## src/rtl/fft_pkg.sv

```systemverilog
// ----------------------------------------------------------------------------
// fft_pkg
//  Shared definitions for the 8-point memory-based FFT datapath.
//  - N_PTS / LOG2N : transform length and its log2
//  - state_t       : output-reader FSM encodings
//  - bitrev3       : 3-bit bit reversal (natural k -> stored index j)
//  - bank_of       : bank holding stored index j (parity of j, 1 -> BANK1)
//  - bank_addr     : word address of j inside its bank (j >> 1)
// ----------------------------------------------------------------------------
package fft_pkg;

  localparam int N_PTS = 8;
  localparam int LOG2N = 3;

  typedef enum logic [1:0] {
    ST_IDLE  = 2'd0,
    ST_READ  = 2'd1,
    ST_DRAIN = 2'd2
  } state_t;

  function automatic logic [2:0] bitrev3(input logic [2:0] k);
    return {k[0], k[1], k[2]};
  endfunction

  // Parity split keeps butterfly partners in opposite banks, so every
  // stage (and this final drain) can touch both banks without conflict.
  function automatic logic bank_of(input logic [2:0] j);
    return ^j;
  endfunction

  function automatic logic [1:0] bank_addr(input logic [2:0] j);
    return j[2:1];
  endfunction

endpackage

```

## src/rtl/fft_out_fifo.sv

```systemverilog
// ----------------------------------------------------------------------------
// fft_out_fifo
//  Small synchronous FIFO used as the output skid buffer of fft_out_reader.
//  Storage, pointers and count are all flops; rdata is the head entry read
//  straight out of the register array, so it is stable while not popped.
//  Ports:
//   clk, rstn  clock, synchronous active-low reset (clears storage too)
//   push/wdata write one entry (ignored when full)
//   pop        drop head entry (ignored when empty)
//   rdata      head entry
//   empty      no entries held
//   count      number of entries held (0..DEPTH)
// ----------------------------------------------------------------------------
module fft_out_fifo #(
  parameter int WIDTH = 36,
  parameter int DEPTH = 4,
  parameter int CNT_W = $clog2(DEPTH + 1)
) (
  input  logic             clk,
  input  logic             rstn,
  input  logic             push,
  input  logic [WIDTH-1:0] wdata,
  input  logic             pop,
  output logic [WIDTH-1:0] rdata,
  output logic             empty,
  output logic [CNT_W-1:0] count
);

  localparam int PTR_W = (DEPTH > 1) ? $clog2(DEPTH) : 1;

  logic [WIDTH-1:0] mem [DEPTH];
  logic [PTR_W-1:0] wr_ptr, rd_ptr;
  logic             full, do_push, do_pop;

  // Wrap explicitly so non-power-of-two depths also work.
  function automatic logic [PTR_W-1:0] ptr_nxt(input logic [PTR_W-1:0] p);
    return (p == PTR_W'(DEPTH - 1)) ? '0 : p + PTR_W'(1);
  endfunction

  assign empty   = (count == '0);
  assign full    = (count == CNT_W'(DEPTH));
  assign do_push = push & ~full;
  assign do_pop  = pop & ~empty;
  assign rdata   = mem[rd_ptr];

  always_ff @(posedge clk) begin
    if (!rstn) begin
      wr_ptr <= '0;
      rd_ptr <= '0;
      count  <= '0;
      for (int i = 0; i < DEPTH; i++) mem[i] <= '0;
    end else begin
      if (do_push) begin
        mem[wr_ptr] <= wdata;
        wr_ptr      <= ptr_nxt(wr_ptr);
      end
      if (do_pop) rd_ptr <= ptr_nxt(rd_ptr);
      case ({do_push, do_pop})
        2'b10:   count <= count + CNT_W'(1);
        2'b01:   count <= count - CNT_W'(1);
        default: ;
      endcase
    end
  end

endmodule

```

## src/rtl/fft_out_reader.sv

```systemverilog
// ----------------------------------------------------------------------------
// fft_out_reader
//  Drains the final-stage FFT results from the two single-port banks and
//  streams them out in natural order k = 0..7 on a valid/ready interface.
//  Ports:
//   clk, rstn               clock, synchronous active-low reset
//   start                   pulse: final stage fully written (IDLE only)
//   re_BANK1/0, addr_BANK1/0 bank read enables / addresses (one bank/cycle)
//   dout_BANK1/0            bank read data, one cycle after re
//   out_data/index/last     beat payload X[k], k, k==7
//   out_valid/out_ready     stream handshake
//   busy                    frame in progress (READ or DRAIN)
//   done                    one-cycle pulse after the k=7 handshake
//  Reads are only issued when the FIFO is guaranteed to have room for the
//  data coming back one cycle later, so the RAM pipeline never needs to stall.
// ----------------------------------------------------------------------------
module fft_out_reader
  import fft_pkg::*;
#(
  parameter int ADDR_W     = 3,
  parameter int DATA_W     = 32,
  parameter int FIFO_DEPTH = 4
) (
  input  logic              clk,
  input  logic              rstn,
  input  logic              start,
  output logic              re_BANK1,
  output logic              re_BANK0,
  output logic [ADDR_W-1:0] addr_BANK1,
  output logic [ADDR_W-1:0] addr_BANK0,
  input  logic [DATA_W-1:0] dout_BANK1,
  input  logic [DATA_W-1:0] dout_BANK0,
  output logic [DATA_W-1:0] out_data,
  output logic [2:0]        out_index,
  output logic              out_last,
  output logic              out_valid,
  input  logic              out_ready,
  output logic              busy,
  output logic              done
);

  localparam int CNT_W = $clog2(FIFO_DEPTH + 1);
  localparam int ENT_W = DATA_W + LOG2N + 1;

  state_t             state;
  logic [LOG2N-1:0]   issue_k;   // next k to read
  logic               issue;
  logic [2:0]         j;
  logic               sel_bank;
  logic [ADDR_W-1:0]  sel_addr;

  // Tag pipeline travelling alongside the 1-cycle RAM latency.
  logic               inflight;
  logic               tag_bank;
  logic [LOG2N-1:0]   tag_k;

  logic [DATA_W-1:0]  cap_data;
  logic [ENT_W-1:0]   fifo_wdata, fifo_rdata;
  logic               fifo_empty;
  logic [CNT_W-1:0]   fifo_count;
  logic               hs_last;

  assign j        = bitrev3(issue_k);
  assign sel_bank = bank_of(j);
  assign sel_addr = ADDR_W'(bank_addr(j));

  // Credit check on registered state only: a pop this cycle is not counted,
  // which costs nothing at full rate since count+inflight settles at 2.
  assign issue = (state == ST_READ) &&
                 ((int'(fifo_count) + int'(inflight)) < FIFO_DEPTH);

  assign re_BANK1   = issue &  sel_bank;
  assign re_BANK0   = issue & ~sel_bank;
  assign addr_BANK1 = re_BANK1 ? sel_addr : '0;
  assign addr_BANK0 = re_BANK0 ? sel_addr : '0;

  assign busy    = (state != ST_IDLE);
  assign hs_last = out_valid & out_ready & out_last;

  always_ff @(posedge clk) begin
    if (!rstn) begin
      state    <= ST_IDLE;
      issue_k  <= '0;
      inflight <= 1'b0;
      tag_bank <= 1'b0;
      tag_k    <= '0;
      done     <= 1'b0;
    end else begin
      done     <= 1'b0;
      inflight <= issue;
      if (issue) begin
        tag_bank <= sel_bank;
        tag_k    <= issue_k;
      end
      case (state)
        ST_IDLE: begin
          if (start) begin
            state   <= ST_READ;
            issue_k <= '0;
          end
        end
        ST_READ: begin
          if (issue) begin
            issue_k <= issue_k + LOG2N'(1);
            if (issue_k == LOG2N'(N_PTS - 1)) state <= ST_DRAIN;
          end
        end
        ST_DRAIN: begin
          if (hs_last) begin
            state <= ST_IDLE;
            done  <= 1'b1;
          end
        end
        default: state <= ST_IDLE;
      endcase
    end
  end

  assign cap_data   = tag_bank ? dout_BANK1 : dout_BANK0;
  assign fifo_wdata = {cap_data, tag_k, (tag_k == LOG2N'(N_PTS - 1))};

  fft_out_fifo #(
    .WIDTH (ENT_W),
    .DEPTH (FIFO_DEPTH),
    .CNT_W (CNT_W)
  ) u_fifo (
    .clk   (clk),
    .rstn  (rstn),
    .push  (inflight),
    .wdata (fifo_wdata),
    .pop   (out_ready),
    .rdata (fifo_rdata),
    .empty (fifo_empty),
    .count (fifo_count)
  );

  assign out_valid = ~fifo_empty;
  assign out_data  = fifo_rdata[ENT_W-1 -: DATA_W];
  assign out_index = fifo_rdata[LOG2N:1];
  assign out_last  = fifo_rdata[0];

endmodule
```

## config.mk

```make
export PLATFORM = sky130hd
export DESIGN_NAME = fft_out_reader
export DESIGN_NICKNAME = d
export VERILOG_FILES = /design/src/rtl/fft_pkg.sv /design/src/rtl/fft_out_fifo.sv /design/src/rtl/fft_out_reader.sv
export SDC_FILE = /design/constraint.sdc
export NUM_CORES = 1
export LEC_CHECK = 0
export CAP_MARGIN = 30
export CORE_AREA = 3 3 125 127
export CTS_CLUSTER_SIZE = 24
export DETAILED_ROUTE_END_ITERATION = 7
export DIE_AREA = 0 0 128 130
export DONT_BUFFER_PORTS = 1
export GPL_ROUTABILITY_DRIVEN = 0
export GPL_TIMING_DRIVEN = 1
export MAX_ROUTING_LAYER = met4
export PLACE_DENSITY = 0.61
export SLEW_MARGIN = 20
export SYNTH_ARGS = -nofsm -noshare
export SYNTH_HDL_FRONTEND = slang
export SYNTH_SLANG_ARGS = --single-unit
```

## constraint.sdc

```tcl
create_clock -name clk -period 4.2 [get_ports clk]
set_input_delay 0.42 -clock clk [delete_from_list [all_inputs] [get_ports clk]]
set_output_delay 0.42 -clock clk [all_outputs]
set_load 0.05 [all_outputs]
```

==> flow_metrics.tcl <==
set metrics [dict create \
    run_status "completed" \
    slowest_stage "nor2b_1" \
    rows 44 \
    critPathCaptureType "output port" \
    initial_core_util 0.5003 \
    cts_inserted_buffers 17 \
    skew_ps 6.265 \
    first_pass_iters 4 \
    io-pin-count 115 \
    yosys.area_share.adder 0.01136 \
    power_density_nw_per_um2 537.4 \
    fin_tns_setup_ps 0 \
    drt_iter0_drc 380 \
    cts_sinks 164 \
    path_cells "nor3b_1, nand3_1, nor2b_1" \
    tightest_slew_ps 924.6 \
    clkLatencyLatePin_ps 410 \
    start_kind "flop" \
    ant_nets 0 \
    drive_gt1_frac 0.1654 \
    synth_edf_count 144 \
    period_minus_slack_ps 2855 \
    worstPathRequired_ps 3780 \
    post_cts_buffers 0 \
    diodes 0 \
    drc 0 \
    finalHoldViolCount 0 \
    vias 4046 \
    grt_first_pass_wirelength_um 23160 \
    max_slew_margin 0.3823 \
    cts_tree "yes" \
    rsz0062_at_grt "false" \
    yosys.area_share.xor_xnor 0.006023 \
    crit_family "simple AND/OR/NAND/NOR gates" \
    synthArstFlopShare 0 \
    synth-compound-area-share 0.02031 \
    synth-seq-cells 164 \
    slowest_delay_ps 760 \
    fp.coreArea_um2 14530 \
    crit_start "state[0]" \
    drv_cap 0 \
    min-delay-start "rstn" \
    synth_top_family_by_area "multiplexers" \
    syn_area_per_cell_um2 14.17 \
    ys.flop_type "edfxtp_1" \
    die_x_um 128 \
    vias_per_cell 5.747 \
    grt_pass1_vias 4227 \
    pre_cts_ws_ps 1194 \
    fmax_ghz 0.3503 \
    netlist_instances 513 \
    port_buffers 0 \
    final-setup-viol-count 0 \
    yosysWarnings 0 \
    grtUsageTotal 0.1930 \
    root_buffer "clkbuf_16" \
    htree_levels 4 \
    grt_start_max_net_pins 38 \
    overflow 0 \
    critPathArrivalTime_ps 2430 \
    yosys-mux-area-fraction 0.1569 \
    r2r-start "u_fifo.count[2]" \
    synthDistinctLibCells 42 \
    synthSimpleGateAreaFrac 0.1186 \
    place_hpwl_um 9108 \
    grt_antenna_before_repair 0 \
    areaGrowthSynthToFinish_pct 10.60 \
    final_nets 581 \
    post_drt_wl_per_cell_um 21.23 \
    clkTransAtPathRegs_ps 60 \
    cts_hold_buf 0 \
    clock_path_buffers 2 \
    crit_type "flop to output port" \
    dieHeight_um 130 \
    slew_violations 0 \
    p_leak_uw 0.002808 \
    synth.cell_area_um2 7271 \
    dieArea_um2 16640 \
    path_max_fanout 9 \
    setup_slack_ps 1345 \
    period_share 0.6797 \
    totalWireLength_um 14940 \
    yosysSeqAreaShare 0.6498 \
    cts_resized 0 \
    hold_path_class "primary input to flop" \
    critPathBufInv 0 \
    ir_worst_vdd_v 0.0002886 \
]
-- placed cells by master, fill, tap and decap left out, types with 2 or more instances in the layout --
cell | netlist | routed
or3_1 | 3 | 3
o311ai_0 | 2 | 2
inv_1 | 10 | 10
nand3_1 | 10 | 10
clkbuf_8 | 0 | 2
and3_1 | 3 | 3
buf_16 | 0 | 3
mux4_2 | 36 | 36
or3b_2 | 3 | 3
a21oi_1 | 10 | 10
buf_4 | 3 | 2
nor4b_1 | 2 | 2
clkbuf_16 | 0 | 17
edfxtp_1 | 144 | 144
clkinv_2 | 0 | 3
nand2_1 | 9 | 6
dfxtp_1 | 20 | 17
mux2i_1 | 33 | 33
nand2_2 | 0 | 3
or4b_2 | 0 | 2
buf_12 | 0 | 4
xor2_1 | 3 | 3
conb_1 | 1 | 2
ha_1 | 5 | 5
nor2_1 | 152 | 152
dfxtp_2 | 0 | 3
clkbuf_1 | 9 | 7
o21ai_0 | 7 | 6
xnor2_1 | 2 | 2
o211ai_1 | 3 | 3
bufinv_16 | 0 | 2
-- path summary, 6_finish.rpt --
| check | to | depth (start not counted) | slack, ps |
|---|---|---|---|
| worst min-delay path | inflight | 2 | 180 |
| worst min register to register | flop | 2 | 500 |
| worst max-delay path | addr_BANK0[0] | 3 | 1350 |
| worst max register to register | u_fifo.mem[0][0] | 4 | 1390 |
-- per-layer routing --
metal | GRT usage | vias up | wire length, um
met5 | - | - | 0
met4 | 0.06679 | 0 | 179
met3 | 0.04380 | 14 | 823
met2 | 0.3182 | 122 | 7790
met1 | 0.2377 | 2040 | 6149
li1 | - | 1870 | -
-- worst register-to-register path, stage by stage (launching register included) --
cell and delay (ps):
dfxtp_1 390, nor3b_2 230, or4_2 1050, nand2_2 600, buf_16 240
-- synthesized netlist by cell type, types with 2 or more instances --
cell,count,area (um^2)
dfxtp_1,20,400.4
nor4b_1,2,17.52
o211ai_1,3,22.52
xnor2_1,2,17.52
mux2i_1,33,330.3
buf_2,13,65.06
edfxtp_1,144,4324
and3_1,3,18.77
a21oi_1,10,50.05
or3_1,3,18.77
o21ai_0,7,35.03
ha_1,5,62.56
inv_1,10,37.54
nand3_1,10,50.05
or4b_1,2,20.02
mux4_2,36,810.8
nor3_1,2,10.01
buf_6,9,101.4
clkbuf_1,9,33.78
or4_1,2,15.01
buf_4,3,22.52
or3b_2,3,26.28
o311ai_0,2,17.52
nand2_1,9,33.78
nor2_1,152,570.6
xor2_1,3,26.28
-- area by class of cell --
class / instances / area (um^2)
Clock buffer: 26 / 479.2
Clock inverter: 6 / 78.83
Fill cell: 1189 / 6492
Inverter: 10 / 37.54
Multi-Input combinational cell: 305 / 2310
Sequential cell: 164 / 4728
Tap cell: 184 / 230.2
Timing Repair Buffer: 9 / 177.7
-- cells by family (layout without fill, tap and decap cells) --
| kind of cell | count (synthesis) | count (layout) |
|---|---|---|
| adder cells (fa/ha/maj) | 6 | 6 |
| XOR/XNOR | 5 | 5 |
| AND/OR/NAND/NOR | 198 | 198 |
| buffers and inverters | 45 | 51 |
| AO/OA/AOI/OAI | 25 | 25 |
| flip-flops | 164 | 164 |
| other | 1 | 2 |
| multiplexers | 69 | 69 |
-- sequential cells by signal (all words and copies together) (netlist names), 2 cells and up, named ones only --
signal,flops
u_fifo.mem,144
u_fifo.count,3
issue_k,3
u_fifo.rd_ptr,2
u_fifo.wr_ptr,2
state,2
tag_k,3
-- through the flow --
| stage | hold slack [ps] | std cells | area (um^2) | total power (uW) | util |
|---|---|---|---|---|---|
| global route | 179.6 | 704 | 8041 | 4476 | 0.5533 |
| detailed placement | 490.4 | 667 | 7368 | 2876 | 0.5070 |
| global placement | 480.7 | 665 | 7321 | 2853 | 0.5037 |
| CTS | 166.7 | 699 | 7926 | 4345 | 0.5454 |
| finish | 180.4 | 704 | 8041 | 4321 | 0.5533 |
| floorplan | 463.4 | 514 | 7274 | 2745 | - |
-- report_power, final --
| part | internal, uW | switching (uW) | leakage [uW] |
|---|---|---|---|
| Combinational | 256 | 622 | 0.000880 |
| Clock | 903 | 581 | 0.000274 |
| Sequential | 1870 | 88.1 | 0.00165 |
Note: power is estimated with default switching activity, not from simulation.
